`src/rtl/alu_op_sequencer.sv`:
```
// Issue/capture stage for the WIDTH-bit ripple ALU array.
// Latches one op, waits for the ripple to settle, then holds result and flags.
module alu_op_sequencer #(
  parameter int WIDTH         = 128,
  parameter int SETTLE_CYCLES = 4
) (
  input  logic             clk,
  input  logic             rst_n,
  input  logic             in_valid,
  output logic             in_ready,
  input  logic [WIDTH-1:0] in_a,
  input  logic [WIDTH-1:0] in_b,
  input  logic [2:0]       in_opsel,
  output logic [WIDTH-1:0] alu_a,
  output logic [WIDTH-1:0] alu_b,
  output logic [2:0]       alu_opsel,
  output logic             alu_cin,
  input  logic [WIDTH-1:0] alu_result,
  input  logic             alu_cout,
  output logic             out_valid,
  input  logic             out_ready,
  output logic [WIDTH-1:0] out_result,
  output logic             out_carry,
  output logic             out_zero,
  output logic             out_neg,
  output logic             out_ovf,
  output logic             out_err
);

  localparam int CW = $clog2(SETTLE_CYCLES) + 1;
  localparam logic [CW-1:0] CNT_INIT = CW'(SETTLE_CYCLES - 1);

  localparam logic [1:0] S_IDLE   = 2'd0;
  localparam logic [1:0] S_SETTLE = 2'd1;
  localparam logic [1:0] S_DONE   = 2'd2;

  logic [1:0]    state;
  logic [CW-1:0] cnt;
  logic          accept;
  logic          illegal;
  logic          cin_dec;
  logic          eb_msb;
  logic          ovf_cap;

  // Ready is forced low while reset is held.
  assign in_ready  = rst_n && (state == S_IDLE);
  assign out_valid = (state == S_DONE);
  assign accept    = in_valid && in_ready;
  assign illegal   = (in_opsel == 3'd7);

  always_comb begin
    cin_dec = 1'b0;
    unique case (1'b1)
      (in_opsel == 3'd3): cin_dec = 1'b1;
      (in_opsel == 3'd4): cin_dec = 1'b1;
      (in_opsel == 3'd6): cin_dec = 1'b1;
      default:            cin_dec = 1'b0;
    endcase
  end

  // Sign bit of the B operand as the slices see it.
  always_comb begin
    eb_msb = 1'b0;
    unique case (1'b1)
      (alu_opsel == 3'd0): eb_msb = alu_b[WIDTH-1];
      (alu_opsel == 3'd6): eb_msb = alu_b[WIDTH-1];
      (alu_opsel == 3'd1): eb_msb = ~alu_b[WIDTH-1];
      (alu_opsel == 3'd3): eb_msb = ~alu_b[WIDTH-1];
      (alu_opsel == 3'd5): eb_msb = 1'b1;
      default:             eb_msb = 1'b0;
    endcase
  end

  assign ovf_cap = (alu_opsel != 3'd2)
                && (alu_a[WIDTH-1] == eb_msb)
                && (alu_result[WIDTH-1] != alu_a[WIDTH-1]);

  always_ff @(posedge clk or negedge rst_n) begin
    if (!rst_n) begin
      state      <= S_IDLE;
      cnt        <= '0;
      alu_a      <= '0;
      alu_b      <= '0;
      alu_opsel  <= '0;
      alu_cin    <= 1'b0;
      out_result <= '0;
      out_carry  <= 1'b0;
      out_zero   <= 1'b0;
      out_neg    <= 1'b0;
      out_ovf    <= 1'b0;
      out_err    <= 1'b0;
    end else begin
      unique case (state)
        S_IDLE: begin
          if (accept) begin
            cnt <= CNT_INIT;
            if (illegal) begin
              state      <= S_DONE;
              out_err    <= 1'b1;
              out_result <= '0;
              out_carry  <= 1'b0;
              out_zero   <= 1'b1;
              out_neg    <= 1'b0;
              out_ovf    <= 1'b0;
            end else begin
              state     <= S_SETTLE;
              alu_a     <= in_a;
              alu_b     <= in_b;
              alu_opsel <= in_opsel;
              alu_cin   <= cin_dec;
              out_err   <= 1'b0;
            end
          end
        end
        S_SETTLE: begin
          if (cnt != '0) begin
            cnt <= cnt - 1'b1;
          end else begin
            state      <= S_DONE;
            out_result <= alu_result;
            out_carry  <= alu_cout;
            out_zero   <= (alu_result == '0);
            out_neg    <= alu_result[WIDTH-1];
            out_ovf    <= ovf_cap;
          end
        end
        S_DONE: begin
          if (out_ready) state <= S_IDLE;
        end
        default: state <= S_IDLE;
      endcase
    end
  end

endmodule

```
`config.mk`:
```
export PLATFORM = sky130hd
export DESIGN_NAME = alu_op_sequencer
export DESIGN_NICKNAME = d
export VERILOG_FILES = /design/src/rtl/alu_op_sequencer.sv
export SDC_FILE = /design/constraint.sdc
export NUM_CORES = 1
export LEC_CHECK = 0
export ABC_AREA = 1
export CAP_MARGIN = 20
export CORE_AREA = 2 2 306 308
export DETAILED_ROUTE_END_ITERATION = 12
export DIE_AREA = 0 0 308 310
export PLACE_DENSITY_LB_ADDON = 0.08
export SYNTH_ARGS = -nofsm -noshare
export SYNTH_HDL_FRONTEND = slang
export SYNTH_SLANG_ARGS = --single-unit
```
`constraint.sdc`:
```
create_clock -name clk -period 1.75 [get_ports clk]
set_input_delay 0.4375 -clock clk [delete_from_list [all_inputs] [get_ports clk]]
set_output_delay 0.4375 -clock clk [all_outputs]
set_load 0.005 [all_outputs]
```
# After elaboration in Yosys (flattened, before gate mapping)
# Index checks and enable logic that the tools add are counted.
totals:
  register_bits: 398
  input_bits: 392
  out_inout_bits: 395
op_classes:
  n_addsub: 1
  eq_ne: 18
  muxes: 27
  n_bitwise: 2
  n_reduce_logical: 17
op_table:
  columns: ["cell", "n"]
  rows:
  - ["$mux 128", 3]
  - ["$pmux 128 s2", 1]
  - ["$logic_not 128->1", 1]
  - ["$eq 3x3->1 const B", 5]
  - ["$mux 1", 10]
  - ["$reduce_and 3->1", 3]
  - ["$mux 2", 4]
  - ["$ne 2x2->1 const B", 4]
  - ["$pmux 1 s2", 4]
  - ["$eq 3x2->1 const B", 2]
  - ["$mux 3", 2]
  - ["$pmux 2 s3", 1]
  - ["$pmux 3 s2", 1]
  - ["$logic_and 1x1->1", 4]
  - ["$reduce_and 4->1", 1]
  - ["$reduce_or 2->1", 2]
  - ["$eq 3x1->1 const B", 1]
  - ["$logic_not 3->1", 1]
  - ["$ne 3x2->1 const B", 1]
  - ["$pmux 1 s3", 1]
  - ["$reduce_bool 3->1", 1]
  - ["$reduce_or 3->1", 1]
  - ["$sub 3x1->3 const B", 1]
  - ["$eq 2x1->1 const B", 1]
  - ["other kinds (8)", 9]

# Depth between registers and ports, before layout
# Gate-level depths: netlist (run 1).
logic_depth:
  depth_word: 8
  depth_mapped: 11
  mapped_depth_nobuf: 9

# Least setup slack after synthesis (run 1)
# Ideal clock, no wire load.
synth_timing:
  path_kind: "flip-flop to flip-flop"
  startpoint: "register cnt[0]"
  endpoint: "register out_result[100]"
  setup_ps: 117
  t_arrival_ps: 1565
  required_time_ps: 1633
  path_slack_ps: 68
  stages_incl_launch_ff: 12
  cell_sequence: "dfrtp_1 > inv_1 > ha_1 > inv_1 > nor2_1 > nor2_1 > nor2_1 > inv_2 > buf_6 > buf_6 > nand2_1 > nand2_1"
synth_between:
  elab_chain_cells: 3
synth_rtl:
  columns: ["element", "line", "text"]
  rows:
  - ["start, declared", "38", "logic [CW-1:0] cnt;"]
  - ["start signal, assigned", "117", "cnt <= cnt - 1'b1;"]
  - ["$reduce_bool 3->1", "116", "if (cnt != '0) begin"]
  - ["$ne 2x2->1 (no source line)", null, null]
  - ["$reduce_and 4->1 (no source line)", null, null]
  - ["end signal, assigned", "120", "out_result <= alu_result;"]
  - ["end, declared", "22", "output logic [WIDTH-1:0] out_result,"]
# No other way between the ends.
# A chain may end at the register's enable or synchronous reset.

# Final worst setup path (run 1)
layout_timing:
  startpoint: "register state[0]"
  endpoint: "output port in_ready"
layout_between:
  elab_chain_cells: 2
layout_rtl:
  columns: ["element", "line", "text"]
  rows:
  - ["start, declared", "37", "logic [1:0] state;"]
  - ["start signal, assigned", "80", "state <= S_IDLE;"]
  - ["start signal, assigned", "98", "state <= S_DONE;"]
  - ["start signal, assigned", "106", "state <= S_SETTLE;"]
  - ["$logic_not 2->1", "46", "assign in_ready = rst_n && (state == S_IDLE);"]
  - ["$logic_and 1x1->1", "46", null]
  - ["end, declared", "10", "output logic in_ready,"]
# No other way between the ends.

==> results of run 1 <==
Yosys cell counts, drive strengths merged:
library cell	number	share of area, %
a21oi	4	0.13
a31oi	1	0.040
and2	1	0.056
buf	73	2.7
clkbuf	24	0.57
dfrtp	397	63
ha	2	0.16
inv	29	0.69
nand2	1066	25
nand3	126	4.0
nor2	90	2.2
nor3	1	0.032
o211ai	1	0.048
o21ai	23	0.73
o31ai	1	0.048
power groups by stage:
stage	sequential, mW	clock [mW]	combinational, mW
final	14.8	11.5	18.1
after global routing	15.3	12.3	19.8
after CTS	14.8	11.9	17.1
after detailed placement	14.8	0	16.8
after global placement	14.8	0	16.9
after floorplan	15.0	0	4.75
worst min-delay path, delay by kind of cell:
family	cells	cell delay, ps
buffers and inverters	1	390
and+or+nand+nor	2	110
through the flow:
| step | area, um^2 | hold slack (ps) | util, % | TNS [ps] | instances |
|---|---|---|---|---|---|
| 6_report | 30300 | 336 | 32.7 | -29390 | 4074 |
| 5_1_grt | 30300 | 304 | 32.7 | -66140 | 4074 |
| 2_1_floorplan | 15700 | 142 | - | 0 | 1839 |
| 4_1_cts | 29000 | 281 | 31.4 | -33820 | 4025 |
| 3_5_place_dp | 25800 | 457 | 27.9 | -243190 | 3838 |
| 3_3_place_gp | 25800 | 452 | 27.9 | -238590 | 3838 |
layer usage:
metal | vias to the layer above | part of all wire, % | GRT usage [%]
met5 | - | 0.12 | 0
met4 | 14 | 2.0 | 4.20
met3 | 96 | 7.7 | 5.91
met2 | 487 | 52 | 29.5
met1 | 7712 | 38 | 18.1
li1 | 7689 | - | -
what timing repair did:
action	in CTS	in global routing
pin swaps	12	33
endpoints found under the setup margin	620	456
setup buffers	58	12
hold endpoints to repair	23	0
gates resized for setup	1131	123
cloned	30	33
hold buffers	1	0
how the worst min path moves through the flow:
stage	cells after the start	startpoint	endpoint	slack [ps]
6_report	3	in_a[112]	alu_a[112]	340
5_1_grt	3	in_a[82]	alu_a[82]	300
4_1_cts	3	in_a[82]	alu_a[82]	280
3_5_place_dp	2	alu_b[27]	alu_b[27]	460
3_3_place_gp	2	alu_b[88]	alu_b[88]	450
2_1_floorplan	0	rst_n	alu_a[0]	140
cell type report:
| cell class | count | share of cell area [%] |
|---|---|---|
| antenna | 6 | 0.0496 |
| timing repair buffer | 1027 | 36.9 |
| timing repair inverter | 4 | 0.236 |
| clock inverter | 15 | 0.521 |
| inverter | 29 | 0.438 |
| clock buffer | 83 | 5.52 |
| multi-input combinational | 1316 | 18.6 |
| tap | 1197 | 4.95 |
| sequential | 397 | 32.8 |
sequential cells by signal (all words and copies together) (netlist names):
signal,count
out_err,1
cnt,3
out_result,128
alu_b,128
alu_opsel,3
alu_cin,1
alu_a,128
out_carry,1
out_zero,1
out_ovf,1
state,2
cells by family (layout without fill, tap and decap cells):
logic type / after synthesis / after routing / share of synthesized area [%]
AND/OR/NAND/NOR: 1284 / 1284 / 31.8
flip-flops: 397 / 397 / 63.1
buffers and inverters: 126 / 1158 / 3.98
AO/OA/AOI/OAI: 30 / 30 / 0.994
adder cells (fa/ha/maj): 2 / 2 / 0.159
other: 0 / 6 / 0
==> impl_metrics.py, run 1 <==
metrics = {
    "layout": {
        "n_fill_cell": 9656,
        "layout_common_cells": "960 x nand2_1, 396 x dfrtp_1, 390 x clkdlybuf4s50_1",
        "multi_input_area_um2": 5620,
        "final_common_cell": "nand2_1",
        "fin_nets": 3222,
        "area_growth_pct": 92.3,
        "seq_area_um2": 9940,
        "drive_gt1_share_pct": 21.1,
    },
    "clocking": {
        "clock_path_buffers": 3,
        "clk_pin_slew_ps": 60,
        "cts_buffers": 53,
        "cts.sinks": 397,
        "cts_root_buf": "clkbuf_16",
        "cts_tree": "yes",
        "htreeDepth": 2,
        "clkLatencyLatePin_ps": 630,
    },
    "place": {
        "place.gp.congestion": 0.794,
        "detailed_place_hpwl_mm": 57.0,
        "pre_cts_slack_ps": -735,
        "io_buffers": 786,
    },
    "power": {
        "p_per_area_nw_per_um2": 1470,
        "p_leak_nw": 15.0,
        "p_sw_share_pct": 34.6,
        "pwr-share-seq_pct": 33.3,
        "power.switching_mw": 15.4,
        "vdd_drop_max_uv": 806,
        "cell_internal_pwr_mw": 29.0,
        "clock_power_share_pct": 25.9,
        "pwr-share-comb_pct": 40.8,
        "power_mw": 44.4,
    },
    "run_status": {
        "status": "complete, but fails checks",
        "violations": "setup timing",
    },
    "timing": {
        "hold_violations": 0,
        "worst_slew_pin_slew_ps": 796,
        "fin_crit_ps": 1880,
        "fin_skew_ps": 14.9,
        "rsz0062_at_grt": "true",
        "setup_ws_ps": -129,
        "setup_viol_count_final": 392,
        "max_freq_mhz": 532,
        "final_max_slew_viol_count": 0,
        "slew_headroom_pct": 46.9,
        "period_share_pct": 107,
    },
    "logic_synthesis": {
        "syn_nets": 2233,
        "synth-seq-cells": 397,
        "avgSynthCellArea_um2": 8.56,
        "synth_area_um2": 15700,
        "synth.distinct_cells": 22,
        "yosys_warnings": 0,
        "ys_seq_area_share_pct": 63.1,
        "synthCells": 1839,
    },
    "drt": {
        "drc": 0,
        "wl_mm": 85.0,
        "wire_per_inst_um": 20.9,
        "vias_per_cell": 3.93,
        "first_iter_violations": 845,
        "postRouteAntennaNets": 0,
        "vias": 16000,
        "firstDrtPassIters": 5,
    },
    "worst_setup_path": {
        "startpoint": "state[0]",
        "r2r_cells": 12,
        "worst-path-max-fanout": 3,
        "cp_num_buf_inv": 1,
        "path_depth": 3,
        "path_class": "flop to primary output",
        "crit_path_start_kind": "flop",
        "rrSetupSlack_ps": -130,
        "r2r-end": "out_result[127]",
        "required_ps": 1310,
        "slowest_stage": "dfrtp_1",
        "arrival_ps": 1440,
        "critical_path.cell_chain": "nor2_2 > and2_4 > buf_6",
        "worstSetupEndpoint": "in_ready",
        "crit_family": "flip-flops",
        "r2r_start": "state[0]",
        "end_kind": "primary output",
        "slowest_delay_ps": 410,
    },
    "grt": {
        "grt_max_degree": 120,
        "grt_pass1_vias": 16300,
        "antenna_found_initial": 13,
        "grt_overflow": 0,
        "grt_usage_pct": 16.3,
        "grt_pass1_wl_mm": 115,
    },
    "job": {
        "drv_cap": 0,
    },
    "floorplan": {
        "io_pins": 787,
        "fp.dieW_um": 308,
        "start_util_pct": 17.0,
        "rows": 112,
        "core-area_um2": 92500,
        "die_area_um2": 95500,
        "dieHeight_um": 310,
    },
    "worst_hold_path": {
        "hp-class": "input port to flop",
    },
}
Power figures use the tool's default switching activity.
==> inputs of run 2 (changes only) <==
- CAP_MARGIN: 20 -> default
==> results of run 2 <==
Final layout, timing and power as in run 1 (identical DEF).
==> inputs of run 3 (changes only) <==
- CTS_CLUSTER_SIZE: default -> 12
- clock period: 1.75 -> 2 ns (I/O delays scaled with it)
==> impl_metrics.py, run 3 (synthesis results as in run 1) <==
metrics = {
    "drt": {
        "wl_mm": 75.8,
        "first_iter_violations": 810,
        "drc": 0,
        "vias": 15200,
        "wire_per_inst_um": 19.3,
        "postRouteAntennaNets": 0,
        "firstDrtPassIters": 5,
        "vias_per_cell": 3.86,
    },
    "worst_setup_path": {
        "arrival_ps": 1430,
        "worst-path-max-fanout": 4,
        "end_kind": "primary output",
        "required_ps": 1500,
        "path_class": "flop to primary output",
        "rrSetupSlack_ps": 150,
        "crit_path_start_kind": "flop",
    },
    "timing": {
        "fin_crit_ps": 1930,
        "setup_ws_ps": 69.3,
        "fin_skew_ps": 9.21,
        "whs_ps": 443,
        "finalSetupTns_ps": 0,
        "worst_slew_pin_slew_ps": 797,
        "max_freq_mhz": 518,
        "slew_headroom_pct": 46.9,
        "final_max_slew_viol_count": 0,
        "setup_viol_count_final": 0,
        "rsz0062_at_grt": "true",
        "hold_violations": 0,
        "period_share_pct": 96.5,
    },
    "run_status": {
        "status": "complete, no violations",
    },
    "floorplan": {
        "start_util_pct": 17.0,
        "dieHeight_um": 310,
        "fp.dieW_um": 308,
        "rows": 112,
        "die_area_um2": 95500,
        "core-area_um2": 92500,
        "io_pins": 787,
    },
    "power": {
        "clock_power_share_pct": 27.7,
        "pwr-share-comb_pct": 35.8,
        "cell_internal_pwr_mw": 23.1,
        "power.switching_mw": 12.0,
        "p_sw_share_pct": 34.3,
        "vdd_drop_max_uv": 589,
        "p_leak_nw": 14.7,
        "pwr-share-seq_pct": 36.4,
        "p_per_area_nw_per_um2": 1290,
        "power_mw": 35.1,
    },
    "grt": {
        "antenna_found_initial": 18,
        "grt_pass1_vias": 15800,
        "grt_usage_pct": 15.2,
        "grt_max_degree": 113,
        "grt_pass1_wl_mm": 108,
        "grt_overflow": 0,
    },
    "place": {
        "detailed_place_hpwl_mm": 56.7,
        "postPlaceCellArea_um2": 25500,
        "pre_cts_slack_ps": -546,
        "place.gp.congestion": 0.787,
        "io_buffers": 786,
        "dp.cells": 3800,
    },
    "layout": {
        "multi_input_area_um2": 5200,
        "largestRegisters": "alu_a (128), alu_b (128), out_result (128)",
        "seq_area_um2": 9940,
        "fin_nets": 3072,
        "final_common_cell": "nand2_1",
        "area_growth_pct": 72.5,
        "n_fill_cell": 9975,
        "drive_gt1_share_pct": 6.99,
        "finish.instance_area_um2": 27200,
        "instances_no_fill": 3924,
        "post-route-util_pct": 29.4,
        "layout_common_cells": "1065 x nand2_1, 403 x clkdlybuf4s50_1, 395 x dfrtp_1",
    },
    "clocking": {
        "cts.sinks": 397,
        "clock_path_buffers": 3,
        "clkLatencyLatePin_ps": 590,
        "cts_tree": "yes",
        "cts_root_buf": "clkbuf_16",
        "cts_buffers": 53,
        "clk_pin_slew_ps": 60,
        "htreeDepth": 2,
    },
    "job": {
        "drv_cap": 0,
    },
    "worst_hold_path": {
        "hp-class": "input port to flop",
    },
}
[run 3: changes by cell type in the layout (fill, tap and decap cells not counted), moves of 72 or more]
cell / change
dlygate4sd2_1: +334
clkdlybuf4s15_1: -236
clkdlybuf4s15_2: -72
nand2_2: -81
nand2_1: +105
buf_2: -72
[run 3: per-layer routing]
layer	GRT usage (%)	share of wire [%]	vias to the layer above
li1	-	-	7346
met2	27.1	51	505
met3	5.37	8.2	133
met5	0	0.15	-
met4	5.25	3.2	20
met1	16.7	37	7153
[run 3: repair_timing]
action                     CTS  global route
resized for setup          359            40
setup buffers               11             6
hold endpoints to repair    40             0
hold buffers                 1             0
cloned                       0             2
pin swaps                    2             3
setup endpoints to repair  349           247
[run 3: layout make-up]
class | count | share of cell area, %
sequential | 397 | 36.6
clock inverter | 14 | 0.654
tap | 1197 | 5.52
antenna | 8 | 0.0737
clock buffer | 82 | 5.85
inverter | 29 | 0.438
timing repair buffer | 881 | 31.7
multi-input combinational | 1316 | 19.2
[run 3: critical path, cell delays in order, from the launching register on]
cell and delay (ps):
dfrtp_2 440, nor2_4 100, and2_4 190, buf_6 110
[run 3: power by group through the flow]
| stage | clock network (mW) | logic (mW) | registers, mW |
|---|---|---|---|
| 3_5_place_dp | 0 | 14.6 | 13.0 |
| 3_3_place_gp | 0 | 14.7 | 12.9 |
| 4_1_cts | 10.2 | 12.9 | 12.8 |
| 5_1_grt | 10.5 | 14.0 | 13.2 |
| 6_report | 9.73 | 12.6 | 12.8 |
| 2_1_floorplan | 0 | 4.16 | 13.1 |
[run 3: final timing paths]
kind                                     start        endpoint  cells past startpoint
worst max register to register        state[0]        alu_b[6]                      8
worst min register to register  out_result[80]  out_result[80]                      2
worst max-delay path                  state[0]        in_ready                      3
worst min-delay path                   in_b[4]        alu_b[4]                      3
max in group asynchronous                rst_n       alu_b[97]                      4
min in group asynchronous                rst_n      alu_a[105]                      3
